### src/rtl/ap3216_pkg.sv
// Shared constants and state encoding for the AP3216 I2C responder model.
package ap3216_pkg;

    localparam logic [7:0] REG_SYS_CFG      = 8'h00;
    localparam logic [7:0] REG_ALS_L        = 8'h0C;
    localparam logic [7:0] REG_ALS_H        = 8'h0D;
    localparam logic [7:0] SW_RESET_CODE    = 8'h04;
    localparam logic [6:0] DEV_ADDR_DEFAULT = 7'h1E;

    typedef enum logic [3:0] {
        ST_IDLE,
        ST_ADDR,
        ST_ADDR_ACK,
        ST_REG,
        ST_REG_ACK,
        ST_WDATA,
        ST_WDATA_ACK,
        ST_RDATA,
        ST_RDATA_ACK
    } state_e;

endpackage

### src/rtl/ap3216_i2c_responder_filter.sv
// Two-flop synchroniser plus a FILTER_LEN-sample glitch filter for one I2C line,
// with single-cycle rise/fall flags on the filtered level.
module i2c_line_filter #(
    parameter int FILTER_LEN = 3
) (
    input  logic I_clk,
    input  logic I_reset,
    input  logic line_i,
    output logic level_o,
    output logic rise_o,
    output logic fall_o
);

    localparam int CW = (FILTER_LEN < 2) ? 1 : $clog2(FILTER_LEN + 1);

    logic          sync1_q, sync2_q, filt_q, prev_q;
    logic [CW-1:0] cnt_q;

    // Idle bus level is high, so everything resets to 1 to avoid phantom edges.
    always_ff @(posedge I_clk or negedge I_reset) begin
        if (!I_reset) begin
            sync1_q <= 1'b1;
            sync2_q <= 1'b1;
            filt_q  <= 1'b1;
            prev_q  <= 1'b1;
            cnt_q   <= '0;
        end else begin
            sync1_q <= line_i;
            sync2_q <= sync1_q;
            prev_q  <= filt_q;
            if (sync2_q == filt_q) begin
                cnt_q <= '0;
            end else if (cnt_q == CW'(FILTER_LEN - 1)) begin
                filt_q <= sync2_q;
                cnt_q  <= '0;
            end else begin
                cnt_q <= cnt_q + 1'b1;
            end
        end
    end

    assign level_o = filt_q;
    assign rise_o  = filt_q & ~prev_q;
    assign fall_o  = ~filt_q & prev_q;

endmodule

### src/rtl/ap3216_i2c_responder.sv
// AP3216 ambient-light sensor stand-in: I2C target with SYS_CFG, a coherent
// ALS low/high pair and an auto-incrementing register pointer.
module ap3216_i2c_responder
    import ap3216_pkg::*;
#(
    parameter logic [6:0] DEV_ADDR   = DEV_ADDR_DEFAULT,
    parameter int         FILTER_LEN = 3
) (
    input  logic        I_clk,
    input  logic        I_reset,
    input  logic        I_scl,
    input  logic        I_sda,
    output logic        O_sda_oe,
    input  logic [15:0] I_als_data,
    output logic [7:0]  O_sys_cfg,
    output logic        O_busy
);

    logic scl_f, scl_rise, scl_fall;
    logic sda_f, sda_rise, sda_fall;
    logic start, stop;

    i2c_line_filter #(.FILTER_LEN(FILTER_LEN)) u_scl_filt (
        .I_clk  (I_clk),
        .I_reset(I_reset),
        .line_i (I_scl),
        .level_o(scl_f),
        .rise_o (scl_rise),
        .fall_o (scl_fall)
    );

    i2c_line_filter #(.FILTER_LEN(FILTER_LEN)) u_sda_filt (
        .I_clk  (I_clk),
        .I_reset(I_reset),
        .line_i (I_sda),
        .level_o(sda_f),
        .rise_o (sda_rise),
        .fall_o (sda_fall)
    );

    assign start = sda_fall & scl_f;
    assign stop  = sda_rise & scl_f;

    state_e      state_q, state_d;
    logic [2:0]  bitcnt_q, bitcnt_d;
    logic [7:0]  shift_q, shift_d;
    logic [7:0]  ptr_q, ptr_d;
    logic [7:0]  cfg_q, cfg_d;
    logic [7:0]  shadow_q, shadow_d;
    logic        oe_q, oe_d;
    logic        busy_q, busy_d;
    logic        rw_q, rw_d;
    logic [7:0]  shift_in, rd_byte;
    logic        last_bit, load_rd;

    always_ff @(posedge I_clk or negedge I_reset) begin
        if (!I_reset) begin
            state_q  <= ST_IDLE;
            bitcnt_q <= '0;
            shift_q  <= '0;
            ptr_q    <= '0;
            cfg_q    <= '0;
            shadow_q <= '0;
            oe_q     <= 1'b0;
            busy_q   <= 1'b0;
            rw_q     <= 1'b0;
        end else begin
            state_q  <= state_d;
            bitcnt_q <= bitcnt_d;
            shift_q  <= shift_d;
            ptr_q    <= ptr_d;
            cfg_q    <= cfg_d;
            shadow_q <= shadow_d;
            oe_q     <= oe_d;
            busy_q   <= busy_d;
            rw_q     <= rw_d;
        end
    end

    // ALS bytes read as zero while the sensor is disabled.
    always_comb begin
        rd_byte = 8'h00;
        case (ptr_q)
            REG_SYS_CFG: rd_byte = cfg_q;
            REG_ALS_L:   if (cfg_q[0]) rd_byte = I_als_data[7:0];
            REG_ALS_H:   if (cfg_q[0]) rd_byte = shadow_q;
            default:     rd_byte = 8'h00;
        endcase
    end

    always_comb begin
        state_d  = state_q;
        bitcnt_d = bitcnt_q;
        shift_d  = shift_q;
        ptr_d    = ptr_q;
        cfg_d    = cfg_q;
        shadow_d = shadow_q;
        oe_d     = oe_q;
        busy_d   = busy_q;
        rw_d     = rw_q;
        load_rd  = 1'b0;
        shift_in = {shift_q[6:0], sda_f};
        last_bit = (bitcnt_q == 3'd7);

        case (state_q)
            ST_ADDR, ST_REG, ST_WDATA: begin
                if (scl_rise) begin
                    shift_d  = shift_in;
                    bitcnt_d = bitcnt_q + 3'd1;
                    if (last_bit) begin
                        if (state_q == ST_ADDR) begin
                            if (shift_in[7:1] == DEV_ADDR) begin
                                rw_d    = shift_in[0];
                                state_d = ST_ADDR_ACK;
                            end else begin
                                state_d = ST_IDLE;
                            end
                        end else if (state_q == ST_REG) begin
                            ptr_d   = shift_in;
                            state_d = ST_REG_ACK;
                        end else begin
                            if (ptr_q == REG_SYS_CFG) begin
                                if (shift_in == SW_RESET_CODE) begin
                                    cfg_d    = 8'h00;
                                    shadow_d = 8'h00;
                                end else begin
                                    cfg_d = shift_in;
                                end
                            end
                            ptr_d   = ptr_q + 8'd1;
                            state_d = ST_WDATA_ACK;
                        end
                    end
                end
            end
            // First fall after the 8th bit asserts ACK, the next one releases it.
            ST_ADDR_ACK, ST_REG_ACK, ST_WDATA_ACK: begin
                if (scl_fall) begin
                    if (!oe_q) begin
                        oe_d = 1'b1;
                    end else begin
                        oe_d = 1'b0;
                        if (state_q == ST_ADDR_ACK && rw_q) load_rd = 1'b1;
                        else if (state_q == ST_ADDR_ACK)    state_d = ST_REG;
                        else                                state_d = ST_WDATA;
                    end
                end
            end
            ST_RDATA: begin
                if (scl_fall) begin
                    if (last_bit) begin
                        oe_d     = 1'b0;
                        ptr_d    = ptr_q + 8'd1;
                        bitcnt_d = 3'd0;
                        state_d  = ST_RDATA_ACK;
                    end else begin
                        shift_d  = {shift_q[6:0], 1'b0};
                        oe_d     = ~shift_q[6];
                        bitcnt_d = bitcnt_q + 3'd1;
                    end
                end
            end
            ST_RDATA_ACK: begin
                if (scl_rise && sda_f) state_d = ST_IDLE;
                else if (scl_fall)     load_rd = 1'b1;
            end
            default: ;
        endcase

        if (load_rd) begin
            shift_d  = rd_byte;
            oe_d     = ~rd_byte[7];
            bitcnt_d = 3'd0;
            state_d  = ST_RDATA;
            if (ptr_q == REG_ALS_L) shadow_d = I_als_data[15:8];
        end

        // Bus conditions win over anything the byte logic decided this cycle.
        if (start || stop) begin
            cfg_d    = cfg_q;
            shadow_d = shadow_q;
            ptr_d    = ptr_q;
            oe_d     = 1'b0;
            bitcnt_d = 3'd0;
            busy_d   = start;
            state_d  = start ? ST_ADDR : ST_IDLE;
        end
    end

    assign O_sda_oe  = oe_q;
    assign O_sys_cfg = cfg_q;
    assign O_busy    = busy_q;

endmodule

### config.mk
export PLATFORM = sky130hd
export DESIGN_NAME = ap3216_i2c_responder
export DESIGN_NICKNAME = d
export VERILOG_FILES = /design/src/rtl/ap3216_pkg.sv /design/src/rtl/ap3216_i2c_responder_filter.sv /design/src/rtl/ap3216_i2c_responder.sv
export SDC_FILE = /design/constraint.sdc
export NUM_CORES = 1
export LEC_CHECK = 0
export ABC_AREA = 1
export CORE_ASPECT_RATIO = 1.25
export CORE_MARGIN = 10
export CORE_UTILIZATION = 35
export DETAILED_ROUTE_END_ITERATION = 8
export MAX_ROUTING_LAYER = met4
export PLACE_DENSITY_LB_ADDON = 0.1
export SETUP_SLACK_MARGIN = 0.4
export SYNTH_ARGS = -nofsm -noshare
export SYNTH_HDL_FRONTEND = slang
export SYNTH_SLANG_ARGS = --single-unit
### constraint.sdc
create_clock -name I_clk -period 2.3 [get_ports I_clk]
set_input_delay 0.46 -clock I_clk [delete_from_list [all_inputs] [get_ports I_clk]]
set_output_delay 0.46 -clock I_clk [all_outputs]
set_load 0.05 [all_outputs]
==> out/metrics.csv <==
metric,value,unit
CTS tree,done,
CP arrival,1.33,ns
Final GP Congestion,0.846,
# rows,38,
status,"finished, final reports clean",
routed wire length,8.09,mm
share of cells above drive strength 1,17.3,%
worst path cell trace,dlygate4sd2_1,
fmax,558,MHz
Tcrit/Tclk final,78.0,%
CP endpoint kind,output pin,
Worst VDD drop,338,µV
post-synthesis sequential area ratio,43.2,%
drt wl/cell,14.0,µm
Worst Path Buf+Inv,1,
via/cell ratio,4.71,
Clk Tree Root Cell,clkbuf_8,
pwr dens,940,mW/mm²
fin nets,481,
Ant. Diodes,0,
"slowest stage cell, crit path",dlygate4sd2_1,
Critical Path Source Type,flop,
Placed Instance Area,0.00353,mm²
Tot GR Track Use,12.8,%
"antenna viol nets, final",0,
register clock-pin slew on the reported worst setup and hold paths,0.11,ns
Starting Density,35.7,%
fin cells,577,
Synth Warn #,0,
number of buffers created by CTS,5,
Critical path origin,O_sda_oe,
Tmin final,1.79,ns
H-tree depth,2,
CP Class,reg -> out,
WHS,0.0642,ns
Slew headroom,66.2,%
die height,125,µm
Initial DRC Count,101,
Layout Skew,0.0105,ns
Clock Tree Buf Depth,2,
DR pass1 iterations,4,
worst-skew pair later-pin latency,0.32,ns
RSZ-0062 raised after global routing,false,
Syn Area/Cell,7.54,µm²
Die ar.,0.0130,mm²
post-synth cell types,34,
"Req. time, crit path",1.84,ns
design area,0.00371,mm²
area grow syn2layout,19.9,%
Final setup viols,0,
via count,2718,
CTS Sinks,53,
leakage power,1.88,nW
chip width,104,µm
total grt overflow,0,
final hold vios,0,
"slowest stage delay, CP",0.56,ns
Hold Crit Class,in -> async,
CP Max Fanout,5,
I/O pin total,30,
reg2reg start,ptr_q[1],
Mapped Area,0.00309,mm²
Final HPWL DP,6.20,mm
initial antenna violation count,0,
Max Slew Vio Count,0,
Synth Instances,410,
Tightest Pin Transition,0.509,ns
vias in the first global route,2769,
Syn Nets,435,
MaxCap Viol Count,0,
Placed Instances,560,
setup TNS,0,ns
Post-route DRC,0,
first-pass GRT wire length,13.5,mm
Worst path top cell family by delay,buffers and inverters,
port bufs,29,
core area,0.00865,mm²
pin count of the biggest net entering global routing,21,
number of synthesized register bits,53,
==> where the power goes <==
| part | switching (mW) | internal [mW] |
|---|---|---|
| logic | 1.02 | 0.561 |
| registers | 0.199 | 1.15 |
| clock network | 0.341 | 0.217 |
==> layout by cell type (no fill, tap or decap), types with 2 or more instances in the layout <==
cell             count
nand4_1             13
xnor2_1              4
dfrtp_1             45
o21ai_0             11
a21oi_1              9
dlygate4sd2_1        9
xor2_1               2
nor3_4               2
nor3_1               6
nor2_1              33
o21ai_2             10
buf_4               17
nand3_1             43
ha_1                 4
clkbuf_8             5
nand2_2              9
o21ai_1              2
nand2_4              4
nor2_2               4
nand3_2              2
inv_2                6
clkinv_4             2
a21oi_2              2
dfstp_2              8
nand2_1            137
clkdlybuf4s50_1     18
inv_1               37
==> sequential cells by signal, summed over array words and instances, names as in the netlist, 2 cells and up <==
name and flops:
shadow_q 8, ptr_q 8, shift_q 7, O_sys_cfg 8, u_scl_filt.cnt_q 2, state_q 4
u_sda_filt.cnt_q 2, bitcnt_q 3
==> through the flow <==
stage                     total power [mW]  setup WS [ns]  util [%]
after global placement                2.83          0.417      40.8
after CTS                             3.39          0.443      41.8
final                                 3.49          0.506      42.8
after floorplan                       2.42          0.612         -
after detailed placement              2.83          0.402      40.8
after global routing                  3.81          0.395      42.8
==> logic make-up (layout without fill, tap and decap cells) <==
group / Yosys count / in the layout / share of synthesized area, %
adder cells (fa/ha/maj): 5 / 5 / 2.02
flip-flops: 53 / 53 / 43.2
AND/OR/NAND/NOR: 256 / 257 / 37.9
buffers and inverters: 52 / 98 / 7.20
multiplexers: 1 / 1 / 0.324
XOR/XNOR: 6 / 6 / 1.70
AO/OA/AOI/OAI: 37 / 37 / 7.61
==> synth_stat cells, drive strengths merged <==
| cell | n | share of area, % |
|---|---|---|
| nor3 | 9 | 2.3 |
| o211ai | 1 | 0.24 |
| clkinv | 1 | 0.12 |
| ha | 5 | 2.0 |
| nor2 | 38 | 5.2 |
| o21ai | 23 | 4.9 |
| buf | 5 | 1.4 |
| dfrtp | 45 | 36 |
| xor2 | 2 | 0.57 |
| o21a | 1 | 0.24 |
| mux2i | 1 | 0.32 |
| inv | 44 | 5.4 |
| and2 | 1 | 0.20 |
| nand4 | 14 | 3.0 |
| nand2 | 149 | 20 |
| a21oi | 12 | 2.2 |
| dfstp | 8 | 6.8 |
| nand3 | 45 | 7.6 |
| xnor2 | 4 | 1.1 |
| clkbuf | 2 | 0.24 |
==> metal layers <==
layer	global-route usage (%)	share of wire [%]
met5	-	0
met4	3.77	1.4
met3	2.16	1.8
met2	22.5	51
met1	14.7	46
==> worst paths after layout <==
kind	to	slack, ns	cells past startpoint
worst min-delay path	O_busy	0.06	1
max in group asynchronous	u_scl_filt.prev_q	1.54	2
worst max-delay path	O_sda_oe	0.51	1
worst max register to register	O_sys_cfg[1]	0.57	9
min in group I_clk	u_scl_filt.sync2_q	0.36	0
worst min register to register	u_scl_filt.sync2_q	0.36	0
==> what timing repair did <==
action	4_1_cts	5_1_grt
gates cloned	0	1
hold buffers	0	0
endpoints found under the setup margin	10	24
pin swaps	0	2
buffers inserted	0	8
resized for setup	10	5
==> layout make-up <==
type                    instances  area [µm²]
well taps                     120         150
repair buffers                 45         392
flip-flops and latches         53        1340
multi-input cells             306        1570
clock inverters                 3        22.5
fillers                       933        4950
inverters                      45         171
clock buffers                   5        68.8
Note: power is estimated with default switching activity, not from simulation.
